`src/rtl/mem_stage_sram_ctrl.sv`:
```
// rtl/mem_stage_sram_ctrl.sv - memory-stage controller splitting 32-bit loads/stores into two waited 16-bit SRAM accesses
module mem_stage_sram_ctrl #(
    parameter int          WAIT_CYCLES = 5,
    parameter logic [31:0] BASE_ADDR   = 32'd1024,
    parameter int          SRAM_AW     = 18
) (
    input  logic               clk,
    input  logic               rst,
    input  logic               mem_r_en,
    input  logic               mem_w_en,
    input  logic [31:0]        address,
    input  logic [31:0]        wr_data,
    output logic [31:0]        rd_data,
    output logic               ready,
    output logic [SRAM_AW-1:0] sram_addr,
    output logic [15:0]        sram_dq_out,
    input  logic [15:0]        sram_dq_in,
    output logic               sram_dq_oe,
    output logic               sram_we_n
);

    localparam int CW = (WAIT_CYCLES > 1) ? $clog2(WAIT_CYCLES) : 1;
    localparam int WW = SRAM_AW - 1;

    typedef enum logic [1:0] {IDLE, LO, HI, DONE} stateType;

    stateType      state, stateNext;
    logic [CW-1:0] counter;
    logic          opWrite;
    logic [WW-1:0] wordReg;
    logic [15:0]   dataHi;
    logic [WW-1:0] word;
    logic          request;
    logic          phaseEnd;

    // Word index of the 32-bit access; wraps silently outside the data window.
    assign word     = WW'((address - BASE_ADDR) >> 2);
    assign request  = mem_r_en | mem_w_en;
    assign phaseEnd = (counter == CW'(WAIT_CYCLES - 1));

    always_comb begin
        stateNext = state;
        ready     = 1'b0;
        case (state)
            IDLE: begin
                ready = ~request;
                if (request) stateNext = LO;
            end
            LO:   if (phaseEnd) stateNext = HI;
            HI:   if (phaseEnd) stateNext = DONE;
            DONE: begin
                ready     = 1'b1;
                stateNext = IDLE;
            end
            default: stateNext = IDLE;
        endcase
    end

    always_ff @(posedge clk) begin
        if (rst) begin
            state       <= IDLE;
            counter     <= '0;
            opWrite     <= 1'b0;
            wordReg     <= '0;
            dataHi      <= '0;
            rd_data     <= '0;
            sram_addr   <= '0;
            sram_dq_out <= '0;
            sram_dq_oe  <= 1'b0;
            sram_we_n   <= 1'b1;
        end else begin
            state <= stateNext;
            case (state)
                IDLE: begin
                    if (request) begin
                        // A simultaneous read+write is handled as a store.
                        opWrite     <= mem_w_en;
                        wordReg     <= word;
                        dataHi      <= wr_data[31:16];
                        counter     <= '0;
                        sram_addr   <= {word, 1'b0};
                        sram_dq_out <= wr_data[15:0];
                        sram_dq_oe  <= mem_w_en;
                        sram_we_n   <= ~mem_w_en;
                    end
                end
                LO: begin
                    if (phaseEnd) begin
                        counter     <= '0;
                        if (!opWrite) rd_data[15:0] <= sram_dq_in;
                        sram_addr   <= {wordReg, 1'b1};
                        sram_dq_out <= dataHi;
                    end else begin
                        counter <= counter + CW'(1);
                    end
                end
                HI: begin
                    if (phaseEnd) begin
                        counter    <= '0;
                        if (!opWrite) rd_data[31:16] <= sram_dq_in;
                        sram_dq_oe <= 1'b0;
                        sram_we_n  <= 1'b1;
                    end else begin
                        counter <= counter + CW'(1);
                    end
                end
                default: ;
            endcase
        end
    end

endmodule
```
`config.mk`:
```
export PLATFORM = sky130hd
export DESIGN_NAME = mem_stage_sram_ctrl
export DESIGN_NICKNAME = d
export VERILOG_FILES = /design/src/rtl/mem_stage_sram_ctrl.sv
export SDC_FILE = /design/constraint.sdc
export NUM_CORES = 1
export LEC_CHECK = 0
export ABC_AREA = 1
export BUFFER_PORTS_ARGS = -buffer_cell sky130_fd_sc_hd__buf_2
export CORE_MARGIN = 8
export CORE_UTILIZATION = 54
export CTS_BUF_LIST = sky130_fd_sc_hd__clkbuf_8
export CTS_CLUSTER_SIZE = 30
export DETAILED_ROUTE_END_ITERATION = 8
export GPL_ROUTABILITY_DRIVEN = 0
export GPL_TIMING_DRIVEN = 0
export HOLD_SLACK_MARGIN = 0.03
export PLACE_DENSITY = 0.87
export REMOVE_ABC_BUFFERS = 1
export SLEW_MARGIN = 15
export SYNTH_ARGS = -nofsm -noshare
export SYNTH_HDL_FRONTEND = slang
export SYNTH_SLANG_ARGS = --single-unit
```
`constraint.sdc`:
```
create_clock -name clk -period 3.4 [get_ports clk]
set_input_delay 0.34 -clock clk [delete_from_list [all_inputs] [get_ports clk]]
set_output_delay 0.34 -clock clk [all_outputs]
set_load 0.05 [all_outputs]
```
==> flow_summary_export.csv, run 1 <==
group,metric,value,unit
cts,clock_latency,0.36,ns
timing,final_max_slew_viol_count,0,
place,place_ws,0.437,ns
finish,utilization,65.4,%
yosys,netlist.area_leader.share,46.9,%
yosys,synth_fa_ha_area_share,2.19,%
grt,grt_pass1_vias,4356,
place,io_buffers,137,
cts,postCtsResizedCells,0,
yosys,syn_area_per_cell,7.12,um^2
timing,rsz0062_at_grt,"no",
setup_path,r2r-end,"sram_addr[14]$_SDFFE_PP0P_",
floorplan,num_io_pins,153,
timing,finalCriticalPeriod,2.94,ns
yosys,synth.ff_latch_count,107,
yosys,yosysSeqAreaShare,46.9,%
power,irDropWorstVdd,0.567,mV
finish,drive_above_1_share,21.7,%
yosys,synth_compound_area_share,16.1,%
setup_path,timing.rr.start,"state[1]$_SDFFE_PP0P_",
timing,hold_viol,0,
cts,cts_buffers,9,
power,powerDensity,903,nW/um^2
finish,final_nets,842,
setup_path,reg2reg_depth,9,
setup_path,crit_arrival,3.23,ns
min_path,whs_path_depth,2,
yosys,synth_top_family_by_area,"simple AND/OR/NAND/NOR gates",
place,dp_hpwl,8440,um
timing,tightest_slew,1.05,ns
route,drtAntennaViolNets,0,
power,leakage,2.58,nW
route,vias,4481,
timing,clock_skew,0.0182,ns
floorplan,die_w,108,um
cts,htree_levels,3,
yosys,synth_cells,641,
yosys,yosysWarnings,0,
yosys,yosys_most_used_dff,"dfxtp_1",
cts,cts_setup_buffers,0,
floorplan,die_y,108,um
grt,grt_antenna_before_repair,0,
floorplan,dieArea,11700,um^2
cts,cts_tree,"yes",
grt,grt_usage,20.8,%
job,max_cap_violations,0,
yosys,synth_mux_area_share,0,%
yosys,netlist_area,4570,um^2
setup_path,r2r_slack,0.46,ns
setup_path,worstPathRequired,3.69,ns
setup_path,cp-start-kind,"flop",
yosys,synth-simple-area-share,26.4,%
floorplan,rows,33,
min_path,whs_endpoint,"wordReg[8]$_SDFFE_PP0P_",
timing,setup_ws,0.459,ns
yosys,yosysTopAreaCell,"dfxtp_1",
grt,grt-ovfl-total,0,
setup_path,path_class,"reg -> reg",
yosys,synth_edf_count,0,
cts,cts.path.max_buffers,2,
cts,hold_buffers,0,
setup_path,cp-end-kind,"flop",
floorplan,start_util,55.6,%
route,wl_per_cell,14.4,um
timing,finalCritPeriodShare,86.5,%
min_path,hold_path_startpoint,"address[10]",
setup_path,cp_max_fo,36,
yosys,synth_cell_types,23,
yosys,synthArstFlopShare,0,%
route,drtIter0Drc,208,
yosys,synth.area.top_cells,"dfxtp_1 47%, nand2_1 15%, a21oi_1 9.3%",
yosys,synth.most_common_cell,"nand2_1",
grt,grt_max_degree,68,
min_path,hp-class,"in -> reg",
timing,max_freq,340,MHz
grt,grt_first_pass_wirelength,20000,um
route,viasPerCell,5.21,
finish,area_growth,17.8,%
route,drt_pass1_iterations,4,
cts,cts_num_sinks,107,
yosys,synth_common_cells,"187 x nand2_1, 107 x dfxtp_1, 85 x a21oi_1, 57 x nor2_1, 51 x o21ai_0",
yosys,synth-xor-area-share,0,%
cts,path_clk_slew,0.10,ns
cts,cts_root_buf,"clkbuf_8",
route,wirelength,12400,um
route,drcViolationCount,0,
floorplan,core,8220,um^2
setup_path,crit_start,"state[1]$_SDFFE_PP0P_",
timing,setup_viol,0,
finish,antenna_cells,0,
outcome,status,"completed",
timing,slew_headroom,29.8,%
[worst max-delay path, stage by stage, from the launching register on]
cell     delay [ns]
dfxtp_1        0.35
inv_1          0.12
ha_2           0.54
buf_12         0.27
inv_2          0.23
nand2_1        0.18
nand3_4        0.38
inv_4          0.47
o21ai_0        0.14
a21oi_1        0.16
[cell families (layout without fill, tap and decap cells)]
| group | count (synthesis) | count (layout) |
|---|---|---|
| buffers and inverters | 86 | 200 |
| DFF | 107 | 107 |
| and+or+nand+nor | 296 | 296 |
| AOI/OAI and AO/OA | 144 | 144 |
| adders and majority gates | 8 | 8 |
[placed cells by master (no fill, tap or decap), drive strengths merged]
cell,count
clkbuf,9
a21oi,85
o21ai,54
clkinv,3
dfxtp,107
clkinvlp,2
nor2,58
nand3,49
o211ai,4
inv,48
o31ai,1
nand2,188
nand3b,1
ha,8
buf,138
[how the worst max path moves through the flow]
stage                                  to  slack [ns]  cells after the start
5_1_grt        sram_addr[12]$_SDFFE_PP0P_        0.21                      9
6_report       sram_addr[14]$_SDFFE_PP0P_        0.46                      9
3_3_place_gp   sram_addr[17]$_SDFFE_PP0P_       -1.03                      8
3_5_place_dp   sram_addr[12]$_SDFFE_PP0P_        0.44                      9
4_1_cts        sram_addr[12]$_SDFFE_PP0P_        0.41                      9
2_1_floorplan  sram_addr[14]$_SDFFE_PP0P_        0.47                      8
[metrics by stage]
step           hold slack (ns)  total power, mW  setup TNS [ns]  instance area (um^2)  std cells
2_1_floorplan            0.409             3.49               0                  4350        601
3_3_place_gp             0.438             4.07          -35.41                  5170        843
3_5_place_dp             0.451             4.17               0                  5200        844
4_1_cts                  0.188             4.88               0                  5380        860
5_1_grt                  0.204             5.20               0                  5380        860
6_report                 0.207             4.86               0                  5380        860
[report_power, final]
| part | internal, mW | total, mW | switching (mW) |
|---|---|---|---|
| clock network | 0.271 | 0.716 | 0.445 |
| logic | 0.589 | 2.39 | 1.80 |
| registers | 1.58 | 1.75 | 0.170 |
[state kept, by name (all words and copies together), names as in the netlist]
register     cells
sram_we_n        1
rd_data         32
dataHi          16
sram_dq_out     16
wordReg         17
state            2
sram_dq_oe       1
sram_addr       18
opWrite          1
counter          3
[cell type report]
type,count,area [um^2]
Fill cell,742,2840
Timing Repair Buffer,138,708
Multi-Input combinational cell,448,2040
Inverter,46,175
Sequential cell,107,2140
Clock inverter,7,53.8
Clock buffer,9,124
Tap cell,105,131
[metal layers]
metal,part of all wire [%],global-route usage [%]
met1,42,24.5
met4,0.80,5.95
met3,9.9,6.78
met2,47,35.2
met5,0,0
Note: power is estimated with default switching activity, not from simulation.
==> inputs of run 2 (changes only) <==
- CORE_UTILIZATION: 54 -> 40
- PLACE_DENSITY: 0.87 -> 0.68
==> run 2 against run 1 <==
Effect of this change: utilization shrank 17 points; sequential share of layout area is 0.68 points lower; clock power rose by 15%; total power up 3.0%; routed wire length is 5.0% higher; final area rose by 1.7%; clock-buffer cell count grew 3; sequential cell count unchanged; register-to-register slack got worse by 0.15 ns; combinational power is 2% higher; global-route usage fell by 3.6 points; critical path depth stayed put; highest routed layer unchanged.
==> flow_summary_export.csv, run 2 (synthesis results as in run 1) <==
group,metric,value,unit
place,placed_area,5260,um^2
min_path,hp-class,"in -> reg",
finish,final_nets,843,
cts,clock_latency,0.37,ns
timing,holdWs,0.204,ns
cts,cts_root_buf,"clkbuf_8",
timing,max_freq,323,MHz
finish,antenna_cells,0,
grt,grt_usage,17.2,%
min_path,whs_path_depth,2,
power,irDropWorstVdd,0.464,mV
timing,clock_skew,0.00726,ns
floorplan,num_io_pins,153,
cts,cts_setup_buffers,0,
setup_path,reg2reg_depth,9,
cts,hold_buffers,0,
finish,drive_above_1_share,22.0,%
job,max_cap_violations,0,
power,p_switching,2.42,mW
cts,htree_levels,3,
timing,finalCriticalPeriod,3.09,ns
setup_path,cp_max_fo,35,
floorplan,die_w,123,um
route,wl_per_cell,14.4,um
route,wirelength,13000,um
finish,fill_cells,1154,
timing,final_max_slew_viol_count,0,
finish,area_growth,19.8,%
finish,regMostFlops,"rd_data",
setup_path,cp-start-kind,"flop",
timing,setup_ws,0.307,ns
timing,rsz0062_at_grt,"no",
route,drtAntennaViolNets,0,
setup_path,path_delay_family,"buffers and inverters",
place,place_inst,883,
power,switching_share,48.3,%
finish,utilization,48.5,%
setup_path,crit_slowest_cell,"ha_2",
power,p_comb_share,48.5,%
route,vias,4497,
finish,fin_cells,899,
power,total_power,5.00,mW
grt,grt_antenna_before_repair,0,
cts,cts_num_sinks,107,
finish,top_regs,"rd_data (32), sram_addr (18), wordReg (17)",
route,drt_pass1_iterations,5,
setup_path,path_class,"reg -> reg",
outcome,status,"completed",
floorplan,core,11300,um^2
cts,cts_buffers,9,
cts,path_clk_slew,0.09,ns
cts,cts_tree,"yes",
power,seqPwrFrac,35.0,%
timing,slew_headroom,26.6,%
setup_path,path_cells,"inv_1 > ha_2 > buf_12 > inv_2 > nand2_1 > nand3_4 > inv_4 > o21ai_0 > a21oi_1",
route,viasPerCell,5.00,
timing,tightest_slew,1.10,ns
cts,cts.path.max_buffers,2,
timing,finalCritPeriodShare,91.0,%
setup_path,worstPathRequired,3.70,ns
route,drtIter0Drc,294,
power,powerDensity,914,nW/um^2
setup_path,cp_num_buf_inv,4,
floorplan,start_util,40.5,%
power,leakage,2.61,nW
finish,stdcell_area,5470,um^2
place,dp_hpwl,8850,um
power,p_int,2.58,mW
power,pwr-share-clk,16.5,%
finish,largest_register_ffs,32,
place,io_buffers,137,
grt,grt_pass1_vias,4352,
setup_path,crit_cells,9,
grt,grt_max_degree,68,
setup_path,cp-end-kind,"flop",
floorplan,dieArea,15100,um^2
place,place_ws,0.288,ns
setup_path,crit_arrival,3.39,ns
timing,setup_viol,0,
timing,hold_viol,0,
route,drcViolationCount,0,
floorplan,die_y,123,um
finish,mostFrequentLayoutCells,"187 x nand2_1, 136 x buf_2, 107 x dfxtp_1, 85 x a21oi_1, 57 x nor2_1",
floorplan,rows,39,
timing,fin_tns_setup,0,ns
grt,grt-ovfl-total,0,
cts,postCtsResizedCells,0,
finish,final_common_cell,"nand2_1",
grt,grt_first_pass_wirelength,20700,um
setup_path,cp_slowest_stage_delay,0.57,ns
==> run 2: power groups by stage <==
stage / Sequential [mW] / Clock (mW) / Combinational (mW)
4_1_cts: 1.75 / 0.858 / 2.46
6_report: 1.75 / 0.824 / 2.43
5_1_grt: 1.79 / 0.901 / 2.67
3_5_place_dp: 1.78 / 0 / 2.46
2_1_floorplan: 2.34 / 0 / 1.15
3_3_place_gp: 1.75 / 0 / 2.37
==> run 2: worst paths after layout <==
path | startpoint | end | slack, ns
max reg2reg | state[1]$_SDFFE_PP0P_ | sram_addr[12]$_SDFFE_PP0P_ | 0.31
max | state[1]$_SDFFE_PP0P_ | sram_addr[12]$_SDFFE_PP0P_ | 0.31
min reg2reg | wordReg[10]$_SDFFE_PP0P_ | wordReg[10]$_SDFFE_PP0P_ | 0.46
min | address[10] | wordReg[8]$_SDFFE_PP0P_ | 0.20
==> run 2: layout make-up <==
type,count,area [um^2],area share (%)
clock buffers,12,165,3.02
flip-flops and latches,107,2140,39.1
clock inverters,4,47.5,0.869
repair buffers,139,719,13.1
multi-input cells,448,2040,37.3
inverters,46,175,3.20
well taps,143,179,3.27
==> run 2: worst reg2reg max path, cell delays in order, from the launching register on <==
cell and delay (ns):
dfxtp_1 0.35, inv_1 0.11, ha_2 0.57, buf_12 0.28, inv_2 0.26, nand2_1 0.20, nand3_4 0.41, inv_4 0.50
o21ai_0 0.16, a21oi_1 0.19
==> run 2: layer usage <==
metal / up-vias / global-route usage [%] / routed length, um
li1: 2273 / - / -
met1: 2036 / 20.6 / 5550
met3: 11 / 5.75 / 1460
met5: - / 0 / 0
met2: 177 / 27.9 / 5790
met4: 0 / 6.63 / 180
==> inputs of run 3 (changes only) <==
- ABC_AREA: 1 -> unset
==> run 3 against run 2 <==
Effect of this change: synthesized area decreased by 0.16%; combinational power increased by 2%; first-iteration DRC count decreased by 17%; via count decreased by 11%; setup slack improved by 0.64 ns; clock-buffer cell count decreased by 1; sequential power decreased by 4%.
==> flow_summary_export.csv, run 3 <==
group,metric,value,unit
grt,grt_antenna_before_repair,0,
setup_path,path_cells,"inv_1 > ha_1 > nor3b_2 > nor2_1 > nor2_1 > buf_2",
place,dp_hpwl,8620,um
yosys,synth_cells,519,
job,max_cap_violations,0,
route,viasPerCell,5.08,
timing,finalCriticalPeriod,2.45,ns
route,vias,3995,
route,drcViolationCount,0,
floorplan,dieArea,15100,um^2
timing,clock_skew,0.0131,ns
cts,cts.path.max_buffers,2,
floorplan,rows,39,
power,leakage,2.36,nW
cts,cts_setup_buffers,0,
route,wirelength,12000,um
setup_path,worstPathRequired,3.06,ns
route,drtIter0Drc,245,
timing,finalCritPeriodShare,72.0,%
floorplan,num_io_pins,153,
outcome,status,"completed",
timing,slew_headroom,51.6,%
setup_path,crit_slowest_cell,"nor3b_2",
finish,drive_above_1_share,30.0,%
timing,max_freq,408,MHz
yosys,synth_common_cells,"131 x nand2_1, 107 x dfxtp_1, 69 x a21oi_1, 41 x nor2_1, 25 x mux2i_1",
grt,grt-ovfl-total,0,
yosys,synth_cell_types,48,
grt,grt_pass1_vias,3907,
setup_path,cp_common_cell,"nor2_1",
finish,utilization,49.6,%
setup_path,cp_num_buf_inv,2,
floorplan,die_w,123,um
min_path,hp-class,"in -> reg",
finish,largest_register_ffs,32,
cts,cts_root_buf,"clkbuf_8",
finish,fill_cells,1060,
yosys,synth_edf_count,0,
power,powerDensity,892,nW/um^2
finish,final_common_cell,"buf_2",
floorplan,die_y,123,um
yosys,synthArstFlopShare,0,%
route,drtAntennaViolNets,0,
yosys,yosys_most_used_dff,"dfxtp_1",
setup_path,cp-end-kind,"output pin",
timing,hold_viol,0,
cts,cts_tree,"yes",
cts,path_clk_slew,0.11,ns
yosys,yosysTopAreaCell,"dfxtp_1",
cts,postCtsResizedCells,0,
grt,grt_first_pass_wirelength,19100,um
grt,grt_max_degree,58,
floorplan,start_util,40.4,%
floorplan,core,11300,um^2
setup_path,path_delay_family,"simple AND/OR/NAND/NOR gates",
power,irDropWorstVdd,0.585,mV
yosys,synth.area.top_cells,"dfxtp_1 47%, nand2_1 11%, a21oi_1 7.6%",
place,io_buffers,137,
finish,regMostFlops,"rd_data",
setup_path,cp_max_fo,9,
setup_path,crit_arrival,2.11,ns
route,wl_per_cell,15.2,um
yosys,synth.ff_latch_count,107,
setup_path,path_class,"reg -> out",
route,drt_pass1_iterations,4,
timing,final_max_slew_viol_count,0,
setup_path,cp_slowest_stage_delay,0.43,ns
cts,cts_buffers,9,
yosys,yosysWarnings,0,
cts,clock_latency,0.36,ns
finish,top_regs,"rd_data (32), sram_addr (18), wordReg (17)",
cts,cts_num_sinks,107,
yosys,netlist.area_leader.share,47.0,%
finish,antenna_cells,0,
timing,tightest_slew,0.724,ns
timing,rsz0062_at_grt,"no",
finish,fin_cells,787,
setup_path,cp-start-kind,"flop",
cts,hold_buffers,0,
timing,setup_viol,0,
yosys,syn_area_per_cell,8.78,um^2
yosys,yosysSeqAreaShare,47.0,%
place,place_inst,771,
yosys,netlist_area,4560,um^2
finish,area_growth,22.7,%
yosys,synth.most_common_cell,"nand2_1",
finish,mostFrequentLayoutCells,"136 x buf_2, 131 x nand2_1, 107 x dfxtp_1, 69 x a21oi_1, 41 x nor2_1",
finish,final_nets,731,
cts,htree_levels,3,
grt,grt_usage,15.6,%
## run 3: worst paths after layout
kind | end | slack, ns | cells after the start | from
worst min-delay path | dataHi[3]$_SDFFE_PP0P_ | 0.21 | 3 | wr_data[19]
worst max-delay path | ready | 0.95 | 6 | state[1]$_SDFFE_PP0P_
worst max register to register | sram_dq_out[1]$_SDFFE_PP0P_ | 0.97 | 9 | state[1]$_SDFFE_PP0P_
worst min register to register | rd_data[1]$_SDFFE_PP0P_ | 0.45 | 2 | rd_data[1]$_SDFFE_PP0P_
## run 3: logic make-up after synthesis
| logic type | count (synthesis) | synth area share [%] |
|---|---|---|
| muxes | 25 | 5.49 |
| and+or+nand+nor | 201 | 19.0 |
| DFF | 107 | 47.0 |
| adders and majority gates | 8 | 2.20 |
| buffers and inverters | 42 | 5.19 |
| AOI/OAI and AO/OA | 131 | 20.2 |
| xor gates and xnor gates | 5 | 0.961 |
## run 3: per-layer routing
layer / global-route usage (%) / vias to the layer above / part of all wire [%]
li1: - / 2013 / -
met1: 18.7 / 1861 / 42
met2: 26.9 / 102 / 51
met3: 3.04 / 19 / 5.2
met4: 6.47 / 0 / 2.1
met5: 0 / - / 0
## run 3: power by group
group / internal (mW) / switching [mW]
combinational: 0.849 / 1.64
clock: 0.384 / 0.435
sequential: 1.54 / 0.145
total: 2.77 / 2.22
## run 3: tightest hold or removal path: cells and delay by family
kind | cells | cell delay (ns)
buffers and inverters | 1 | 0.10
AO/OA/AOI/OAI | 1 | 0.05
AND/OR/NAND/NOR | 1 | 0.04
## run 3: area by class of cell
class	instances	area, um^2	area share [%]
timing repair buffer	143	838	15.0
clock inverter	5	60.1	1.07
sequential	107	2140	38.3
clock buffer	11	151	2.71
inverter	8	32.5	0.582
multi-input combinational	370	2190	39.2
tap	143	179	3.20
## run 3: per-stage QoR
| step | setup TNS, ns | instance area (um^2) | setup slack, ns | total power, mW | hold WS (ns) |
|---|---|---|---|---|---|
| final | 0 | 5590 | 0.951 | 4.99 | 0.206 |
| after global routing | 0 | 5590 | 0.769 | 5.30 | 0.190 |
| after CTS | 0 | 5590 | 0.913 | 5.05 | 0.181 |
| after detailed placement | 0 | 5380 | 0.978 | 4.22 | 0.444 |
| after global placement | -19.04 | 5220 | -0.519 | 3.96 | 0.440 |
| after floorplan | 0 | 4350 | 0.344 | 3.45 | 0.405 |
